<file path="config.mk">
export PLATFORM = sky130hd
export DESIGN_NAME = f_fetch_ctrl
export DESIGN_NICKNAME = d
export VERILOG_FILES = /design/src/rtl/f_fetch_ctrl_pkg.sv /design/src/rtl/f_fetch_ctrl.sv
export SDC_FILE = /design/constraint.sdc
export NUM_CORES = 1
export LEC_CHECK = 0
export CORE_MARGIN = 5
export CORE_UTILIZATION = 40
export CTS_BUF_LIST = sky130_fd_sc_hd__clkbuf_4
export DETAILED_ROUTE_END_ITERATION = 6
export DONT_BUFFER_PORTS = 1
export PLACE_DENSITY = 0.64
export SYNTH_ARGS = -nofsm -noshare
export SYNTH_HDL_FRONTEND = slang
export SYNTH_SLANG_ARGS = --single-unit
</file>
<file path="constraint.sdc">
create_clock -name clk -period 6.3 [get_ports clk]
set_input_delay 1.89 -clock clk [delete_from_list [all_inputs] [get_ports clk]]
set_output_delay 1.89 -clock clk [all_outputs]
set_load 0.02 [all_outputs]
</file>
<file path="src/rtl/f_fetch_ctrl_pkg.sv">
// f_fetch_ctrl_pkg: shared state encodings and fetch address constants
package f_fetch_ctrl_pkg;
  localparam logic        RUN          = 1'b0;
  localparam logic        PEND         = 1'b1;
  localparam logic [31:0] TEXT_BASE    = 32'h0000_3000;
  localparam logic [31:0] HANDLER_ADDR = 32'h0000_4180;
  localparam logic [31:0] PC_STEP      = 32'd4;
endpackage

</file>
<file path="src/rtl/f_fetch_ctrl.sv">
// f_fetch_ctrl: next-PC selection with a buffered redirect held across F-stage stalls
// Optional exception redirect (exc_req, top priority) enabled by defining FETCH_EXC_EN.
module f_fetch_ctrl
  import f_fetch_ctrl_pkg::*;
(
  input  logic        clk,
  input  logic        reset,
  input  logic [31:0] PC_F,
  input  logic        stall,
  input  logic        br_valid,
  input  logic [31:0] br_target,
`ifdef FETCH_EXC_EN
  input  logic        exc_req,
`endif
  output logic [31:0] NPC,
  output logic        WE,
  output logic        pend_valid,
  output logic [31:0] fetch_cnt
);
  logic        state_q, state_d;
  logic [31:0] pend_target_q, pend_target_d;
  logic [31:0] fetch_cnt_q, fetch_cnt_d;
  logic [31:0] br_aligned;
  always_comb begin
    br_aligned    = {br_target[31:2], 2'b00};
    WE            = !stall;
    NPC           = stall ? PC_F :
                    br_valid ? br_aligned :
                    (state_q == PEND) ? pend_target_q : PC_F + PC_STEP;
    state_d       = WE ? RUN : (br_valid ? PEND : state_q);
    pend_target_d = (stall && br_valid) ? br_aligned : pend_target_q;
`ifdef FETCH_EXC_EN
    if (exc_req) begin
      NPC           = HANDLER_ADDR;
      WE            = 1'b1;
      state_d       = RUN;
      pend_target_d = pend_target_q;
    end
`endif
    fetch_cnt_d   = fetch_cnt_q + 32'(WE);
  end
  always_ff @(posedge clk) begin
    if (reset) begin
      state_q       <= RUN;
      pend_target_q <= '0;
      fetch_cnt_q   <= '0;
    end else begin
      state_q       <= state_d;
      pend_target_q <= pend_target_d;
      fetch_cnt_q   <= fetch_cnt_d;
    end
  end
  assign pend_valid = (state_q == PEND);
  assign fetch_cnt  = fetch_cnt_q;
endmodule
</file>
# Word level (Yosys, flattened, before mapping)

Index checks and enable logic that the tools add are counted.
W data, S select, Z words.

Register bits: 63
Input bits: 68
Output and inout bits: 66
Word-level logic and storage cells: 12

$add $sub $neg: 2
Multiplexer cells: 3
Bitwise gates (word level): 1
Reduce and logical (&&, ||, !) cells: 3

Operators by type and width:

| operator                | number |
|---|---|
| $mux W32                | 3 |
| $add A32 B1 Y32         | 1 |
| $add A32 B3 Y32 const B | 1 |
| $reduce_or A2 Y1        | 1 |
| $logic_and A1 B1 Y1     | 1 |
| $logic_not A1 Y1        | 1 |
| $not A1 Y1              | 1 |

# Logic depth before layout (Yosys ltp)

Depth in word-level cells: 4
Gate-level depth with buffers: 11
Mapped depth without buffers: 8

# Least setup slack after synthesis

Ideal clock, no wire load.

Path kind: input to output
Start: input port PC_F[7]
End: output port NPC[27]
Arrival time: 3.390 ns
Path slack: 1.020 ns
Stages on the path: 5
Cell sequence: nand2_1 or4_1 nor4_1 a21oi_1 a211oi_1

Word-level cells in the longest chain between the ends: 4

RTL lines:

| item               | RTL line           | source |
|---|---|---|
| start: declaration | f_fetch_ctrl.sv:8  | `input logic [31:0] PC_F,` |
| $add A32 B3 Y32    | f_fetch_ctrl.sv:29 | `(state_q == PEND) ? pend_target_q : PC_F + PC_STEP;` |
| $mux W32           | f_fetch_ctrl.sv:29 |  |
| $mux W32           | f_fetch_ctrl.sv:28 | `br_valid ? br_aligned :` |
| $mux W32           | f_fetch_ctrl.sv:27 | `NPC = stall ? PC_F :` |
| end: declaration   | f_fetch_ctrl.sv:15 | `output logic [31:0] NPC,` |

No other way between the ends.

# Final worst setup path

Start: input port PC_F[3]
End: output port NPC[29]

Same word-level chain as after synthesis.

==> metrics.md <==
| Metric | Value |
|---|---|
| Final net count | 622 |
| Multi-input gate area in the final layout | 2606 µm² |
| Count of flip-flops with a built-in enable after synthesis | 0 |
| Synth area leaders | sky130_fd_sc_hd__dfxtp_1, sky130_fd_sc_hd__nand2_1, sky130_fd_sc_hd__a21oi_1, sky130_fd_sc_hd__xnor2_1, sky130_fd_sc_hd__o21ai_0 |
| Number of hold buffers added after CTS | 0 |
| Slowest library cell on the worst path | sky130_fd_sc_hd__or4_1 |
| Kind of launch point of the worst setup path | input pin |
| Async set-or-reset flop fraction in the synthesized netlist | 0% |
| DIE HEIGHT | 111.2 µm |
| Cell taking the most area after synthesis | sky130_fd_sc_hd__dfxtp_1 |
| Core Box Area | 10140 µm² |
| Ant. Diodes | 0 |
| Max clock buf depth | 2 |
| TritonCTS clock tree | built |
| Vias in the first global route | 3820 |
| Pre-CTS WS | 0.6006 ns |
| Initial DRT Pass Iterations | 6 |
| RD Place Congestion | 0.8492 |
| Resize count post-CTS | 0 |
| Total power draw | 0.8742 mW |
| Number of violations reported at the end of detailed-routing iteration 0 | 384 |
| Max Cap Viol | 0 |
| Startpoint of the worst register-to-register path | fetch_cnt[12] |
| Startpoint of the worst hold path | pend_target_q[30] |
| Seq cells post-synth | 63 |
| Family with the most delay on the worst path | simple AND/OR/NAND/NOR gates |
| Maximum ir drop on the vdd rail | 162.1 µV |
| Post-Syn Nets | 639 |
| Row count | 37 |
| Wire length of the first global-routing pass | 20150 µm |
| Number of warning messages in the yosys log | 0 |
| Dpl hpwl | 8813 µm |
| Critical-path cell list | nand2_1 > or4_1 > nor4_1 > and3_1 > mux2i_1 |
| Area of the mapped netlist | 4096 µm² |
| Minimum clock period after layout | 5.720 ns |
| Area growth, synth to finish | 5.620% |
| Period Utilization, post-route | 90.79% |
| Clk Latency, worst-skew pair | 0.42 ns |
| Biggest cell delay along the critical path | 0.58 ns |
| Final Hold Viols | 0 |
| CTS HTree Levels | 3 |
| Register area share after synthesis | 30.79% |
| Slew of the pin with the lowest slew margin | 1.228 ns |
| Global-route usage over all layers | 19.73% |
| Number of inserted filler cells in the final layout | 1050 |
| Worst setup EP type | output pin |
| Number of cells produced by synthesis | 568 |
| Minimum hold slack | 0.4499 ns |
| Crit path buf inv count | 0 |
| Total leakage power | 1.432 nW |
| Number of antenna-violating nets in the routed design | 0 |
| Register area | 1261 µm² |
| Number of top-level pins | 134 |
| Distinct cells, synth | 56 |
| Postcts setup bufs | 0 |
| Critical path required time | 4.41 ns |
| CP startpoint | PC_F[3] |
| Share of final-layout standard cells stronger than drive strength 1 | 7.194% |
| Initial Utilization | 40.40% |
| Final-layout setup total negative slack | 0 ns |
| Detailed-route vias per instance | 5.873 |
| Signal arrival time at the worst endpoint | 3.83 ns |
| Mean routed wirelength per cell | 18.12 µm |
| Maximum number of pins on one net before global-route repair | 65 |
| Setup repair after global routing missed its margin | false |
| Share of the synthesized area in the top cell type | 30.79% |
| Avg Synthesized Cell Area | 7.212 µm² |
| Detailed-route via count | 4064 |
| Main synth FF type | sky130_fd_sc_hd__dfxtp_1 |
| Remaining global-route overflow | 0 |
| Clock buffers created by TritonCTS | 9 |
| Hold WC Path Type | register to register |
| Residual DRC count | 0 |
| Power per Cell Area | 202.0 nW/µm² |
| Count of input and output buffers | 0 |
| Clock slew at reported path FFs | 0.11 ns |
| Type of the setup path with the least slack | input pin to output pin |
| CTS sink cnt | 63 |
| Worst slew margin relative to its limit | 17.96% |
| Antenna violations before repair | 0 |
| Post-Route Skew | 0.008549 ns |
| Crit Path Max Fanout | 6 |
| Area of the die | 12370 µm² |
| Status | completed |
| Die Span X | 111.2 µm |
| Max Clock Freq | 0.1748 GHz |
| Post-detailed-routing wire length | 12540 µm |
| Final Slew Violations | 0 |
| Final setup violation count | 0 |
| Master cell of the clock root buffer | sky130_fd_sc_hd__clkbuf_4 |
| Worst Slack Setup Final | 0.5801 ns |
## layout by cell type, fill, tap and decap left out, types with 4 or more instances in the layout
cell type	instances
sky130_fd_sc_hd__mux2i_1	7
sky130_fd_sc_hd__nor3_1	12
sky130_fd_sc_hd__nor4_1	10
sky130_fd_sc_hd__nand2_1	104
sky130_fd_sc_hd__buf_4	7
sky130_fd_sc_hd__and3_1	9
sky130_fd_sc_hd__a211oi_1	4
sky130_fd_sc_hd__o21ai_0	39
sky130_fd_sc_hd__dfxtp_1	63
sky130_fd_sc_hd__inv_1	18
sky130_fd_sc_hd__nand3_1	19
sky130_fd_sc_hd__o22ai_1	7
sky130_fd_sc_hd__a31oi_1	4
sky130_fd_sc_hd__xor2_1	15
sky130_fd_sc_hd__a21oi_1	54
sky130_fd_sc_hd__a221o_1	5
sky130_fd_sc_hd__a22oi_1	7
sky130_fd_sc_hd__o211ai_1	4
sky130_fd_sc_hd__nand2b_1	5
sky130_fd_sc_hd__and4_1	6
sky130_fd_sc_hd__and3_2	4
sky130_fd_sc_hd__nand4_1	14
sky130_fd_sc_hd__xnor2_1	23
sky130_fd_sc_hd__nor2_1	48
sky130_fd_sc_hd__clkbuf_4	9
## synth_stat cells (all sizes together), types with 7 or more instances
cell,instances
nand2,104
dfxtp,63
a21oi,54
nor2,49
o21ai,39
clkbuf,27
xnor2,23
nand3,21
inv,18
xor2,15
nand4,14
and3,13
nor3,12
nor4,12
buf,8
a22oi,7
and4,7
mux2i,7
o22ai,7
## metal layers
layer  vias to the layer above  part of all wire (%)  wire [µm]  GRT usage [%]
li1                       1980                     -          -              -
met1                      1885                    40       4999          23.06
met2                       172                    48       5990          31.97
met3                        27                    10       1287          8.024
met4                         0                   2.1        265          8.191
met5                         -                     0          0              0
## state kept, by name, indices dropped and copies added (netlist names)
signal         count
fetch_cnt         32
pend_target_q     30
pend_valid         1
## where the power goes
group / total, mW / internal (mW) / switching, mW
Combinational: 0.128 / 0.0451 / 0.0834
Sequential: 0.418 / 0.409 / 0.00926
Clock: 0.328 / 0.161 / 0.167
## worst paths after layout
| kind | end | slack (ns) | depth (start not counted) |
|---|---|---|---|
| min | pend_target_q[30] | 0.45 | 2 |
| max reg2reg | fetch_cnt[31] | 3.96 | 5 |
| max | NPC[29] | 0.58 | 5 |
| min reg2reg | pend_target_q[30] | 0.45 | 2 |
## cell type report
class,count,area share [%]
multi-input combinational,451,60.24
sequential,63,29.15
tap,136,3.933
clock inverter,7,2.256
inverter,19,1.648
clock buffer,9,1.562
timing repair buffer,7,1.215
## cell families after synthesis
group / share of synthesized area, %
AO/OA/AOI/OAI: 21.50
XOR/XNOR: 8.125
adder cells (fa/ha/maj): 0.9164
buffers and inverters: 5.650
flip-flops: 30.79
multiplexers: 1.985
AND/OR/NAND/NOR: 31.03
## metrics by stage
| stage | util (%) | std cells | cell area (µm²) |
|---|---|---|---|
| after floorplan | - | 568 | 4096 |
| after global placement | 41.05 | 676 | 4161 |
| after detailed placement | 41.05 | 676 | 4161 |
| after CTS | 42.68 | 692 | 4327 |
| after global routing | 42.68 | 692 | 4327 |
| final | 42.68 | 692 | 4327 |
## worst register-to-register path, cell delays in order, from the launching register on
cell	delay [ns]
sky130_fd_sc_hd__dfxtp_1	0.54
sky130_fd_sc_hd__and4_1	0.34
sky130_fd_sc_hd__nand4_1	0.46
sky130_fd_sc_hd__nor3_1	0.54
sky130_fd_sc_hd__a21oi_1	0.13
sky130_fd_sc_hd__a31o_2	0.23
No activity file was read; power rests on OpenSTA's default activity.
